### src/rtl/a1339_velocity_estimator.sv
// Per-channel A1339 velocity estimator: windowed velocity, last accepted position, stale flag.
// Define A1339_VEL_GLITCH_REJECT_EN to build MAX_STEP / GLITCH_LIMIT sample rejection.
module a1339_velocity_estimator #(
    parameter int CLOCK_SPEED  = 50_000_000,
    parameter int WINDOW_MS    = 10,
    parameter int TIMEOUT_MS   = 20,
    parameter int MAX_STEP     = 1024,
    parameter int GLITCH_LIMIT = 4
) (
    input  logic        clock,
    input  logic        reset_n,
    input  logic        sample_valid,
    input  logic [31:0] angle_absolute,
    input  logic        resync,
    output logic [31:0] position,
    output logic [31:0] velocity,
    output logic        velocity_valid,
    output logic        stale,
    output logic [15:0] glitch_count
);
    localparam int WINDOW_CYCLES  = CLOCK_SPEED / 1000 * WINDOW_MS;
    localparam int TIMEOUT_CYCLES = CLOCK_SPEED / 1000 * TIMEOUT_MS;
    localparam int WW = (WINDOW_CYCLES > 1) ? $clog2(WINDOW_CYCLES) : 1;
    localparam int TW = $clog2(TIMEOUT_CYCLES + 1);
    localparam logic [WW-1:0] WIN_LAST = WW'(WINDOW_CYCLES - 1);
    localparam logic [TW-1:0] TO_MAX   = TW'(TIMEOUT_CYCLES);

    localparam logic [1:0] S_INIT  = 2'd0;
    localparam logic [1:0] S_RUN   = 2'd1;
    localparam logic [1:0] S_STALE = 2'd2;

    if (WINDOW_CYCLES < 1 || TIMEOUT_CYCLES < 1 ||
        MAX_STEP < 0 || GLITCH_LIMIT < 1) begin : g_cfg_check
        $error("a1339_velocity_estimator: invalid parameters");
    end

    logic [1:0]    state_q, state_d;
    logic [WW-1:0] win_q, win_d;
    logic [TW-1:0] to_q, to_d;
    logic [39:0]   acc_q, acc_d;
    logic [31:0]   pos_q, pos_d;
    logic [31:0]   vel_q, vel_d;
    logic          vv_q, vv_d;
    logic          stale_q, stale_d;
    logic          full_q, full_d;

    logic        wrap;
    logic        expire;
    logic        in_range;
    logic        take;
    logic [32:0] delta;
    logic [39:0] acc_sum;
    logic [31:0] sat_vel;

    assign wrap   = (win_q == WIN_LAST);
    assign expire = (to_q == TO_MAX);
    assign delta  = {angle_absolute[31], angle_absolute} - {pos_q[31], pos_q};

`ifdef A1339_VEL_GLITCH_REJECT_EN
    localparam int RW = (GLITCH_LIMIT > 1) ? $clog2(GLITCH_LIMIT) : 1;
    localparam logic [RW-1:0] REJ_LAST = RW'(GLITCH_LIMIT - 1);

    logic [15:0]   gc_q, gc_d;
    logic [RW-1:0] rej_q, rej_d;
    logic [32:0]   delta_mag;

    assign delta_mag = delta[32] ? (~delta + 33'd1) : delta;
    assign in_range  = (delta_mag <= 33'(MAX_STEP));
`else
    assign in_range  = 1'b1;
`endif

    assign take = (state_q == S_RUN) && sample_valid && !resync && in_range;
    assign acc_sum = acc_q + (take ? {{7{delta[32]}}, delta} : 40'd0);

    // Clamp the 40-bit window sum into the 32-bit signed output range
    assign sat_vel = (acc_sum[39:31] != {9{acc_sum[39]}})
                   ? (acc_sum[39] ? 32'h8000_0000 : 32'h7FFF_FFFF)
                   : acc_sum[31:0];

    always_comb begin
        state_d = state_q;
        win_d   = wrap ? '0 : win_q + 1'b1;
        to_d    = sample_valid ? '0 : (expire ? to_q : to_q + 1'b1);
        acc_d   = wrap ? '0 : acc_sum;
        pos_d   = pos_q;
        vel_d   = vel_q;
        vv_d    = 1'b0;
        stale_d = stale_q;
        full_d  = full_q;
`ifdef A1339_VEL_GLITCH_REJECT_EN
        gc_d    = gc_q;
        rej_d   = rej_q;
`endif
        if (resync) begin
            state_d = S_INIT;
            win_d   = '0;
            to_d    = '0;
            acc_d   = '0;
            vel_d   = '0;
            stale_d = 1'b0;
            full_d  = 1'b0;
`ifdef A1339_VEL_GLITCH_REJECT_EN
            rej_d   = '0;
`endif
        end else begin
            if (wrap) begin
                vv_d  = 1'b1;
                vel_d = full_q ? sat_vel : '0;
            end
            case (state_q)
                S_RUN: begin
                    if (sample_valid) begin
                        if (take) begin
                            pos_d = angle_absolute;
`ifdef A1339_VEL_GLITCH_REJECT_EN
                            rej_d = '0;
                        end else begin
                            if (gc_q != 16'hFFFF) gc_d = gc_q + 16'd1;
                            if (rej_q == REJ_LAST) begin
                                pos_d = angle_absolute;
                                rej_d = '0;
                            end else begin
                                rej_d = rej_q + 1'b1;
                            end
`endif
                        end
                    end else if (expire) begin
                        state_d = S_STALE;
                        stale_d = 1'b1;
                        acc_d   = '0;
                    end
                end
                default: begin
                    if (sample_valid) begin
                        pos_d   = angle_absolute;
                        stale_d = 1'b0;
                        state_d = S_RUN;
                    end
                end
            endcase
            // A window only reports velocity if it was spent entirely in RUN
            if (wrap) full_d = (state_d == S_RUN);
            else if (state_d != S_RUN) full_d = 1'b0;
        end
    end

    always_ff @(posedge clock or negedge reset_n) begin
        if (!reset_n) begin
            state_q <= S_INIT;
            win_q   <= '0;
            to_q    <= '0;
            acc_q   <= '0;
            pos_q   <= '0;
            vel_q   <= '0;
            vv_q    <= 1'b0;
            stale_q <= 1'b0;
            full_q  <= 1'b0;
        end else begin
            state_q <= state_d;
            win_q   <= win_d;
            to_q    <= to_d;
            acc_q   <= acc_d;
            pos_q   <= pos_d;
            vel_q   <= vel_d;
            vv_q    <= vv_d;
            stale_q <= stale_d;
            full_q  <= full_d;
        end
    end

`ifdef A1339_VEL_GLITCH_REJECT_EN
    always_ff @(posedge clock or negedge reset_n) begin
        if (!reset_n) begin
            gc_q  <= '0;
            rej_q <= '0;
        end else begin
            gc_q  <= gc_d;
            rej_q <= rej_d;
        end
    end
    assign glitch_count = gc_q;
`else
    assign glitch_count = 16'd0;
`endif

    assign position       = pos_q;
    assign velocity       = vel_q;
    assign velocity_valid = vv_q;
    assign stale          = stale_q;
endmodule

### config.mk
export PLATFORM = sky130hd
export DESIGN_NAME = a1339_velocity_estimator
export DESIGN_NICKNAME = d
export VERILOG_FILES = /design/src/rtl/a1339_velocity_estimator.sv
export SDC_FILE = /design/constraint.sdc
export NUM_CORES = 1
export LEC_CHECK = 0
export CORE_ASPECT_RATIO = 0.5
export CORE_UTILIZATION = 30
export CTS_BUF_LIST = sky130_fd_sc_hd__clkbuf_4
export CTS_CLUSTER_DIAMETER = 150
export DETAILED_ROUTE_END_ITERATION = 10
export PLACE_DENSITY = 0.6
export REMOVE_ABC_BUFFERS = 1
export SYNTH_ARGS = -nofsm -noshare
export SYNTH_HDL_FRONTEND = slang
export SYNTH_SLANG_ARGS = --single-unit
### constraint.sdc
create_clock -name clock -period 9.13 [get_ports clock]
set_input_delay 2.739 -clock clock [delete_from_list [all_inputs] [get_ports clock]]
set_output_delay 2.739 -clock clock [all_outputs]
set_load 0.01 [all_outputs]
==> results.json <==
{
  "async_flop_share_pct": 100,
  "grt_max_degree": 77,
  "route.detailed.drc": 0,
  "finalWirelength_mm": 24.4,
  "report.final.hold_viol_count": 0,
  "holdWs_ps": 499,
  "rows": 46,
  "finalCritPeriodShare_pct": 95.2,
  "hpwl_mm": 18.7,
  "root_buffer": "clkbuf_4",
  "rsz0062_at_grt": "false",
  "clock_power_share_pct": 27.7,
  "power_density_nw_per_um2": 138,
  "mostFrequentLayoutCell": "dfrtp_1",
  "ys.flop_type": "dfrtp_1",
  "gp_congestion": 0.923,
  "clk_pin_slew_ps": 140,
  "worstMarginPinSlew_ps": 967,
  "reg2reg_slack_ps": 2680,
  "cts.sink_count": 148,
  "num_vias": 8291,
  "critical_path_required_ps": 9630,
  "fp.dieH_um": 130,
  "synth_edf_count": 0,
  "drv_cap": 0,
  "worst_clock_skew_ps": 24.4,
  "grt-ovfl-total": 0,
  "grt_use_total_pct": 15.0,
  "cp.buffers_inverters": 4,
  "grt_pass1_wl_mm": 40.6,
  "ctsHoldBuffers": 0,
  "worstReg2RegStart": "position[0]",
  "hold_class": "register to register",
  "ir_drop_v": 0.0000805,
  "stdcell_count": 1674,
  "p_sw_mw": 0.568,
  "wire_per_inst_um": 14.6,
  "antenna_found_initial": 1,
  "outcome": "finished clean",
  "die_area_sq_um": 33600,
  "cp.arrival_ps": 9190,
  "final_antenna_net_count": 0,
  "cp_slowest_cell": "or4_4",
  "p_int_mw": 1.03,
  "postLayoutSetupSlackWorst_ps": 440,
  "path_max_fanout": 31,
  "crit_family": "compound AO/OA/AOI/OAI gates",
  "holdPathStages": 1,
  "static-leakage-power_nw": 5.12,
  "cts_resized": 0,
  "drive_gt1_share_pct": 6.37,
  "clk_latency_ps": 620,
  "layout_common_cells": "dfrtp_1 (148), nor2_1 (143), nand2_1 (113)",
  "pre_cts_ws_ps": -147,
  "start_kind": "input pin",
  "cts_buffer_depth": 2,
  "syn_inst": 1128,
  "synth_cell_types": 79,
  "crit_top_cell": "o21ai_0",
  "drt-pass1-iter-count": 5,
  "setup-tns-final_ps": 0,
  "power_frac_comb_pct": 28.3,
  "reg2regPathDepth": 28,
  "slew_violations": 0,
  "post_cts_buffers": 0,
  "ys_seq_area_share_pct": 37.7,
  "p_seq_share_pct": 44.0,
  "cts_buffers": 17,
  "switching_share_pct": 35.6,
  "min_period_ps": 8690,
  "drt-vias-per-instance": 4.95,
  "syn_area_sq_um": 9840,
  "cts_tree": "yes",
  "max_stage_delay_ps": 520,
  "io_pins": 118,
  "min_from": "win_q[0]",
  "max_slew_margin_pct": 35.5,
  "area_growth_pct": 18.2,
  "h-tree-depth": 4,
  "worst_r2r_endpoint": "velocity[8]",
  "nets": 1335,
  "synth_warnings": 0,
  "dp_cells": 1641,
  "drtIter0Drc": 537,
  "initial_core_util_pct": 30.8,
  "setup_viol": 0,
  "synth_area_per_cell_sq_um": 8.72,
  "portBuffers": 101,
  "fmax_ghz": 0.115,
  "hold_end": "win_q[0]",
  "core_sq_um": 31900,
  "dieWidth_um": 258,
  "path_class": "input pin to register",
  "grt_pass1_vias": 8143,
  "worstSetupEndpointType": "register",
  "synth_seq_cells": 148
}
stage by stage:
stage | cell area [sq um] | util, % | power (mW)
CTS | 11600 | 36.4 | 1.62
floorplan | 9590 | - | 1.00
finish | 11600 | 36.4 | 1.60
global route | 11600 | 36.4 | 1.71
global placement | 11300 | 35.5 | 1.16
detailed placement | 11300 | 35.5 | 1.17
power groups by stage:
stage	sequential (mW)	clock [mW]	combinational, mW
after global routing	0.708	0.493	0.507
after floorplan	0.722	0	0.282
after detailed placement	0.716	0	0.454
final	0.703	0.442	0.453
after global placement	0.715	0	0.449
after CTS	0.703	0.464	0.457
cell families after synthesis:
group / after synthesis / share of synthesized area [%]
AO/OA/AOI/OAI: 278 / 18.4
XOR/XNOR: 100 / 8.98
adder cells (fa/ha/maj): 71 / 9.18
buffers and inverters: 112 / 5.33
flip-flops: 148 / 37.7
multiplexers: 4 / 0.547
other: 1 / 0.0381
AND/OR/NAND/NOR: 414 / 19.9
cell usage after synthesis, types with 3 or more instances:
cell type  instances  share of area, %
dfrtp_1          148                38
nor2_1           144               5.5
nand2_1          113               4.3
a21oi_1           70               3.6
ha_1              69               8.8
o21ai_0           66               3.4
inv_1             55               2.1
xor2_1            52               4.6
xnor2_1           47               4.2
and2_1            35               2.2
clkbuf_1          30               1.1
a22oi_1           29               2.2
nand3_1           28               1.4
a21o_1            24               1.8
nor3_1            18              0.92
buf_4             17               1.3
and3_1            12              0.76
nand4_1           12              0.76
o21a_1            12              0.92
o211ai_1          10              0.76
o21bai_1           8              0.61
a21boi_0           7              0.53
nor2b_1            7              0.45
or3_1              7              0.45
a211oi_1           6              0.46
a31oi_1            6              0.38
nand2b_1           6              0.38
and4_1             5              0.45
buf_2              4              0.20
buf_6              4              0.46
nand3b_1           4              0.31
or2_2              4              0.25
nor4_1             3              0.19
nor4b_1            3              0.27
o2111ai_1          3              0.27
o211a_1            3              0.31
worst max-delay path by stage:
stage | startpoint | endpoint | slack, ps | cells after the start
after global placement | angle_absolute[0] | velocity[30] | 40 | 30
after detailed placement | angle_absolute[0] | velocity[30] | -150 | 30
after CTS | angle_absolute[0] | velocity[30] | 550 | 30
final | angle_absolute[0] | velocity[8] | 440 | 30
after global routing | angle_absolute[0] | velocity[30] | 60 | 30
after floorplan | angle_absolute[0] | velocity[10] | 60 | 27
state kept, by name, summed over array words and instances (netlist names):
register / count
full_q: 1
win_q: 19
position: 32
to_q: 20
velocity: 32
stale: 1
state_q: 2
velocity_valid: 1
acc_q: 40
metal layers:
| layer | track usage (%) | routed length (um) | up-vias |
|---|---|---|---|
| met5 | 0 | 0 | - |
| met4 | 5.26 | 429 | 0 |
| met3 | 3.11 | 1000 | 34 |
| met2 | 24.5 | 11400 | 184 |
| met1 | 19.9 | 11600 | 3973 |
| li1 | - | - | 4100 |
worst register-to-register path: cells and delay by family, from the launching register on:
family                   cells  cell delay (ps)
AO/OA/AOI/OAI               15             3070
XOR/XNOR                     1              110
adder cells (fa/ha/maj)      3              970
buffers and inverters        2              380
flip-flops                   1              420
multiplexers                 1              180
AND/OR/NAND/NOR              6             1200
layout make-up:
class	instances	area, sq um
diodes	1	2.50
clock buffers	17	128
clock inverters	15	161
fillers	3267	20300
inverters	57	219
multi-input cells	883	5680
flip-flops and latches	148	3700
well taps	432	541
repair buffers	121	1190
Note: power is estimated with default switching activity, not from simulation.
